## src/rtl/alu_pkg.sv

```systemverilog
// Shared ALU opcode encodings and the command record carried from issue to retire.
package alu_pkg;

   localparam logic [2:0] OP_ADD     = 3'b000;
   localparam logic [2:0] OP_SUBAB   = 3'b001;
   localparam logic [2:0] OP_SUBBA   = 3'b010;
   localparam logic [2:0] OP_OR      = 3'b011;
   localparam logic [2:0] OP_AND     = 3'b100;
   localparam logic [2:0] OP_XOR     = 3'b101;
   localparam logic [2:0] OP_XNOR    = 3'b110;
   localparam logic [2:0] OP_ILLEGAL = 3'b111;

   // Tag field is sized for the widest tag any instance may use; narrower tags zero-extend.
   localparam int unsigned TAG_W_MAX = 16;

   typedef struct packed {
      logic [63:0]          a;
      logic [63:0]          b;
      logic [2:0]           oper;
      logic [TAG_W_MAX-1:0] tag;
   } alu_cmd_t;

endpackage

```

## src/rtl/alu_cmd_fifo.sv

```systemverilog
// Synchronous DEPTH-entry FIFO of ALU commands; head is read combinationally.
module alu_cmd_fifo
   import alu_pkg::*;
#(
   parameter int unsigned DEPTH = 4
) (
   input  logic                         clk,
   input  logic                         rst_n,
   input  logic                         push,
   input  logic                         pop,
   input  alu_cmd_t                     wr_data,
   output alu_cmd_t                     head,
   output logic                         full,
   output logic                         empty,
   output logic [$clog2(DEPTH+1)-1:0]   count
);

   localparam int unsigned PW = $clog2(DEPTH);
   localparam int unsigned CW = $clog2(DEPTH+1);

   alu_cmd_t      mem [DEPTH];
   logic [PW-1:0] wr_ptr;
   logic [PW-1:0] rd_ptr;
   logic          do_push;
   logic          do_pop;

   assign full    = (count == CW'(DEPTH));
   assign empty   = (count == '0);
   assign do_push = push & ~full;
   assign do_pop  = pop & ~empty;
   assign head    = mem[rd_ptr];

   // Pointers wrap naturally because DEPTH is a power of two.
   always_ff @(posedge clk) begin
      if (!rst_n) begin
         wr_ptr <= '0;
         rd_ptr <= '0;
         count  <= '0;
      end else begin
         if (do_push) wr_ptr <= wr_ptr + PW'(1);
         if (do_pop)  rd_ptr <= rd_ptr + PW'(1);
         if (do_push && !do_pop)      count <= count + CW'(1);
         else if (do_pop && !do_push) count <= count - CW'(1);
      end
   end

   always_ff @(posedge clk) begin
      if (do_push) mem[wr_ptr] <= wr_data;
   end

endmodule

```

## src/rtl/alu_64bit_issue_stage.sv

```systemverilog
// Issue/retire stage: buffers ALU commands, drives the external ALU from the FIFO head,
// and captures each result into a single registered output slot with backpressure.
module alu_64bit_issue_stage
   import alu_pkg::*;
#(
   parameter int unsigned DEPTH = 4,
   parameter int unsigned TAG_W = 4
) (
   input  logic                         clk,
   input  logic                         rst_n,
   input  logic                         in_valid,
   output logic                         in_ready,
   input  logic [63:0]                  in_a,
   input  logic [63:0]                  in_b,
   input  logic [2:0]                   in_oper,
   input  logic [TAG_W-1:0]             in_tag,
   output logic [63:0]                  alu_a,
   output logic [63:0]                  alu_b,
   output logic [2:0]                   alu_oper,
   input  logic [63:0]                  alu_sum,
   output logic                         out_valid,
   input  logic                         out_ready,
   output logic [63:0]                  out_sum,
   output logic [TAG_W-1:0]             out_tag,
   output logic                         out_zero,
   output logic                         out_illegal,
   output logic [$clog2(DEPTH+1)-1:0]   occupancy
);

   alu_cmd_t wr_cmd;
   alu_cmd_t head;
   logic     full;
   logic     empty;
   logic     push;
   logic     load;
   logic     unused_tag_hi;

   assign wr_cmd = '{a: in_a, b: in_b, oper: in_oper, tag: TAG_W_MAX'(in_tag)};

   alu_cmd_fifo #(.DEPTH(DEPTH)) u_fifo (
      .clk     (clk),
      .rst_n   (rst_n),
      .push    (push),
      .pop     (load),
      .wr_data (wr_cmd),
      .head    (head),
      .full    (full),
      .empty   (empty),
      .count   (occupancy)
   );

   assign in_ready = ~full;
   assign push     = in_valid & in_ready;
   assign load     = ~empty & (~out_valid | out_ready);

   // An empty FIFO presents the illegal opcode so the ALU returns zero.
   assign alu_a    = empty ? '0 : head.a;
   assign alu_b    = empty ? '0 : head.b;
   assign alu_oper = empty ? OP_ILLEGAL : head.oper;

   assign unused_tag_hi = &{1'b0, head.tag};

   always_ff @(posedge clk) begin
      if (!rst_n) begin
         out_valid   <= 1'b0;
         out_sum     <= '0;
         out_tag     <= '0;
         out_zero    <= 1'b0;
         out_illegal <= 1'b0;
      end else if (load) begin
         out_valid   <= 1'b1;
         out_sum     <= alu_sum;
         out_tag     <= head.tag[TAG_W-1:0];
         out_zero    <= (alu_sum == '0);
         out_illegal <= (head.oper == OP_ILLEGAL);
      end else if (out_ready) begin
         out_valid   <= 1'b0;
      end
   end

endmodule

```

## config.mk

```make
export PLATFORM = sky130hd
export DESIGN_NAME = alu_64bit_issue_stage
export DESIGN_NICKNAME = d
export VERILOG_FILES = /design/src/rtl/alu_pkg.sv /design/src/rtl/alu_cmd_fifo.sv /design/src/rtl/alu_64bit_issue_stage.sv
export SDC_FILE = /design/constraint.sdc
export NUM_CORES = 1
export LEC_CHECK = 0
export CORE_UTILIZATION = 23
export DETAILED_ROUTE_END_ITERATION = 8
export HOLD_SLACK_MARGIN = 0.08
export PLACE_DENSITY = 0.37
export SETUP_SLACK_MARGIN = 0.15
export SYNTH_ARGS = -nofsm -noshare
export SYNTH_HDL_FRONTEND = slang
export SYNTH_SLANG_ARGS = --single-unit
```

## constraint.sdc

```tcl
create_clock -name clk -period 12.2 [get_ports clk]
set_clock_uncertainty 0.15 [all_clocks]
set_input_delay 1.83 -clock clk [delete_from_list [all_inputs] [get_ports clk]]
set_output_delay 1.83 -clock clk [all_outputs]
set_load 0.01 [all_outputs]
```

# Word-level counts from Yosys, hierarchy flattened
# Memories as Yosys holds them, arrays and structs flattened. A register that Yosys moved wholly into a read port is not among the register bits.
# Index checks and enable logic that the tools add are counted.
# op_classes
n_bitwise	8
add_sub_neg	4
n_reduce_logical	8
mux	11
eq_ne	2
# op_table
op	n
64-bit two-way mux	2
64-bit logical NOT	1
3-bit two-way mux	3
3-bit == test (second input constant)	2
2-bit by 1-bit adder with 2-bit output (second input constant)	2
1-bit AND	4
1-bit two-way mux	4
2-bit two-way mux	2
2-bit nonzero test	2
3-bit by 1-bit adder with 3-bit output (second input constant)	1
3-bit logical NOT	1
1-bit NOT	3
3-bit by 1-bit subtractor with 3-bit output (second input constant)	1
1-bit logical AND	2
1-bit logical NOT	2
1-bit OR	1
# word_totals
register_bits	78
in_bits	203
word_cells	42
mem_bits_rw	540
mem_count	1
# mem_list
memory	depth	width	read_ports	rd_clocked_by_memory_dff	write_ports	line	text
u_fifo.mem	4	135	1	1	1	alu_cmd_fifo.sv:21	alu_cmd_t mem [DEPTH];

# Depth between registers and ports, before layout
# depth
depth_word	8
depth_mapped	11

# Cells and area by module
# Synthesis repeated with hierarchy kept, for this count alone.
# hier_totals
hier_cells	1294
area_unflattened_um2	25475.7
# by_module_without_submodules
module	seq_area_each_um2	n_inst	cells_per_inst	area_per_inst_um2
alu_cmd_fifo	17837.1	1	816	21830.9
alu_64bit_issue_stage	1421.4	1	478	3644.7

# Least setup slack after synthesis
# Ideal clock, no wire load.
# synth_timing
kind	in2reg
startpoint	in in_valid
endpoint	mem u_fifo.mem[0][0] (netlist name), enable pin
setup_ns	0.510
cell_stages	2
n_path_buf	0
t_arrival_ns	5.364
slack_ns	6.175
path_cell_list	a21boi_1 -> and2_1
# synth_via
elab_chain_len	4
# synth_lines
element	line	text
start: declaration	alu_64bit_issue_stage.sv:11	input logic in_valid,
1-bit AND	alu_64bit_issue_stage.sv:53	assign push = in_valid & in_ready;
1-bit AND	alu_cmd_fifo.sv:29	assign do_push = push & ~full;
1-bit two-way mux	alu_cmd_fifo.sv:48	if (do_push) mem[wr_ptr] <= wr_data;
1-bit two-way mux (not written as such)	alu_cmd_fifo.sv:48	
end: declaration	alu_cmd_fifo.sv:21	
# No other way between the ends.

==> results.json <==
{
  "outcome": "completed",
  "p_sw_share_pct": 29.2,
  "tightestPinTransition_ns": 0.986,
  "final-hold-violation-count": 0,
  "yosys.area.top_type_share_pct": 68.8,
  "core-area_um2": 102000,
  "cts_root_buffer": "clkbuf_16",
  "post_synth.cell_area_avg_um2": 19.2,
  "cp-start-kind": "flop",
  "synth_seq_area_share_pct": 75.6,
  "cellLeakagePower_uw": 0.0101,
  "cts-hold-fix-buffers": 0,
  "hold_end": "out_sum[42]$_SDFFE_PN0P_",
  "worst-path-max-fanout": 41,
  "routed_via_count_divided_by_cell_count": 4.11,
  "floorplan.die_area_um2": 104000,
  "residual_overflow_from_global_routing": 0,
  "setup_viol": 0,
  "maxSlewHeadroom_pct": 34.3,
  "vias_in_the_first_global_route": 13900,
  "yosys_warnings": 0,
  "share_seq_of_total_power_pct": 38.1,
  "power_per_cell_area_nw_per_um2": 224,
  "busiest_layer_in_global_routing": "met2",
  "power_switching_uw": 2060,
  "totalNegativeSetupSlack_ns": 0,
  "postSynthCellCount": 1225,
  "timing_max_transition_violations_final": 0,
  "finalWeightedCongestion": 0.729,
  "ir_worst_vdd_uv": 122,
  "drtAntennaViolNets": 0,
  "syn_nets": 1434,
  "final_layout_size_suffix_gt1_share_pct": 15.7,
  "grt_util_met3_pct": 5.02,
  "cts_tree": "yes",
  "antenna_violations_before_repair": 13,
  "number_of_cell_instances_on_the_worst_register_to_register_path": 10,
  "area_delta_synth_final_pct": 33.9,
  "clk_sink_count": 620,
  "clock_path_buffers": 3,
  "gr-usage-all-layers_pct": 12.6,
  "crit_type": "reg2out",
  "most_common_cell_after_layout_fill_and_taps_aside": "edfxtp_1",
  "postCtsResizedCells": 0,
  "worst_min_path_class": "reg2reg",
  "cp-end-kind": "output pin",
  "tritoncts.num_buffers": 77,
  "port-buffer-count": 408,
  "grt_pass1_wl_mm": 94.9,
  "cts.clk_slew.worst_paths_ns": 0.05,
  "dp_hpwl_mm": 39.5,
  "share_of_the_cycle_needed_by_the_critical_path_after_routing_pct": 51.4,
  "fin_crit_ns": 6.27,
  "power.clock.fraction_pct": 31.5,
  "start_util_pct": 23.2,
  "critPathArrivalTime_ns": 4.29,
  "drt_first_pass_iters": 4,
  "power.total_uw": 7070,
  "netlist.top_cell.by_area": "edfxtp_1",
  "drt_iter0_drc": 605,
  "rows": 117,
  "detail_route.wirelength_mm": 65.9,
  "groute.layer.met2.usage_pct": 21.6,
  "layout.cells.most_common_list": "edfxtp_1 (540), clkdlybuf4s50_1 (407), nand2_1 (139), mux4_2 (135), and2_1 (133)",
  "grt_setup_unrepaired": "false",
  "final_net_count": 1870,
  "r2r_slack_ns": 8.18,
  "boundaryPins": 409,
  "internal_power_uw": 5010,
  "vias": 12700,
  "max-cap-violations": 0,
  "hold-path-cell-count": 2,
  "syn_area_um2": 23600,
  "synth_seq_cells": 620,
  "power.combinational.fraction_pct": 30.4,
  "wl_per_instance_um": 21.3,
  "worst_r2r_endpoint": "u_fifo.count[2]$_SDFFE_PN0P_",
  "timing.critical_path.required_ns": 10.22,
  "remaining_drc_errors": 0,
  "use_met1_pct": 14.5,
  "insertion_delay_ns": 0.62,
  "reg_to_reg_startpoint": "u_fifo.count[0]$_SDFFE_PN0P_",
  "count_of_distinct_cell_types_in_the_synthesized_netlist": 31,
  "die_height_um": 322,
  "h-tree-depth": 3,
  "worst_hold_startpoint": "out_sum[42]$_SDFFE_PN0P_",
  "fmax_mhz": 159,
  "cts_post_setup_buffers_inserted": 0,
  "chipWidth_um": 322,
  "largest_net_degree_at_the_start_of_global_routing": 81,
  "synth.area.top_cells": "edfxtp_1 (69%), mux4_2 (13%), dfxtp_1 (6.8%)"
}
cell usage after synthesis:
cell type,instances
edfxtp_1,540
nand2_1,139
and2_1,138
mux4_2,135
dfxtp_1,80
a21boi_1,70
clkbuf_1,35
buf_2,16
buf_6,16
nor4_1,14
ha_1,5
nand4_1,4
nor3_1,4
xnor2_1,4
inv_1,3
a21boi_0,2
mux2i_1,2
nand3_1,2
nor2_1,2
nor2b_1,2
or2_1,2
a32o_1,1
clkinv_8,1
fa_1,1
nand2b_1,1
nor4b_1,1
o21ai_0,1
or2_2,1
or3_1,1
or3_4,1
xor2_1,1
metrics by stage:
| stage | setup WS, ns | cell area [um^2] | cells | hold WS [ns] | util, % |
|---|---|---|---|---|---|
| after floorplan | 6.18 | 23600 | 1225 | 0.329 | - |
| after global placement | 6.32 | 29100 | 2950 | 0.289 | 28.6 |
| after detailed placement | 6.34 | 29100 | 2950 | 0.295 | 28.6 |
| after CTS | 5.64 | 31600 | 3088 | 0.303 | 31.0 |
| after global routing | 5.46 | 31600 | 3088 | 0.320 | 31.0 |
| final | 5.93 | 31600 | 3089 | 0.300 | 31.0 |
flip-flops by register name, summed over array words and instances (netlist names), named ones only:
register       flops
out_tag            4
u_fifo.count       3
out_zero           1
u_fifo.mem       540
out_valid          1
u_fifo.wr_ptr      2
u_fifo.rd_ptr      2
out_sum           64
out_illegal        1
cells by family (layout without fill, tap and decap cells):
| kind of cell | after synthesis | after routing | synth area share, % |
|---|---|---|---|
| buffers and inverters | 71 | 566 | 1.78 |
| adders and majority gates | 6 | 6 | 0.350 |
| and+or+nand+nor | 312 | 312 | 6.78 |
| DFF | 620 | 620 | 75.6 |
| AOI/OAI and AO/OA | 74 | 74 | 2.36 |
| xor gates and xnor gates | 5 | 5 | 0.186 |
| muxes | 137 | 137 | 13.0 |
| other | 0 | 1 | 0 |
how the worst max path moves through the flow:
stage | start | endpoint | depth (start not counted)
3_5_place_dp | flop | alu_b[61] | 5
6_report | flop | alu_b[13] | 5
3_3_place_gp | flop | alu_b[13] | 5
5_1_grt | flop | alu_b[13] | 5
4_1_cts | flop | alu_b[16] | 5
2_1_floorplan | in_valid | u_fifo.mem[0][0]$_DFFE_PP_ | 2
final cells by class:
class	instances	area, um^2
fill	9989	70200
sequential	620	17800
multi-input combinational	534	5350
timing repair buffer	424	4200
clock buffer	98	2080
tap	1368	1710
clock inverter	40	385
inverter	4	27.5
antenna	1	2.50
routing by layer:
metal | share of wire [%] | vias to the layer above
li1 | - | 5664
met1 | 40 | 6512
met2 | 49 | 382
met3 | 8.1 | 120
met4 | 2.2 | 24
met5 | 0.23 | -
power by group through the flow:
stage	Combinational [uW]	Clock [uW]	Sequential, uW
after floorplan	1140	0	2730
after global placement	2230	0	2740
after detailed placement	2220	0	2750
after CTS	2230	2320	2710
after global routing	2340	2390	2730
final	2150	2230	2700
worst max-delay path: stages, from the launching register on:
cell,delay (ns)
dfxtp_4,0.74
buf_4,0.68
buf_4,0.87
mux4_2,0.59
and2_1,0.17
clkdlybuf4s50_1,0.57
Note: power is estimated with default switching activity, not from simulation.
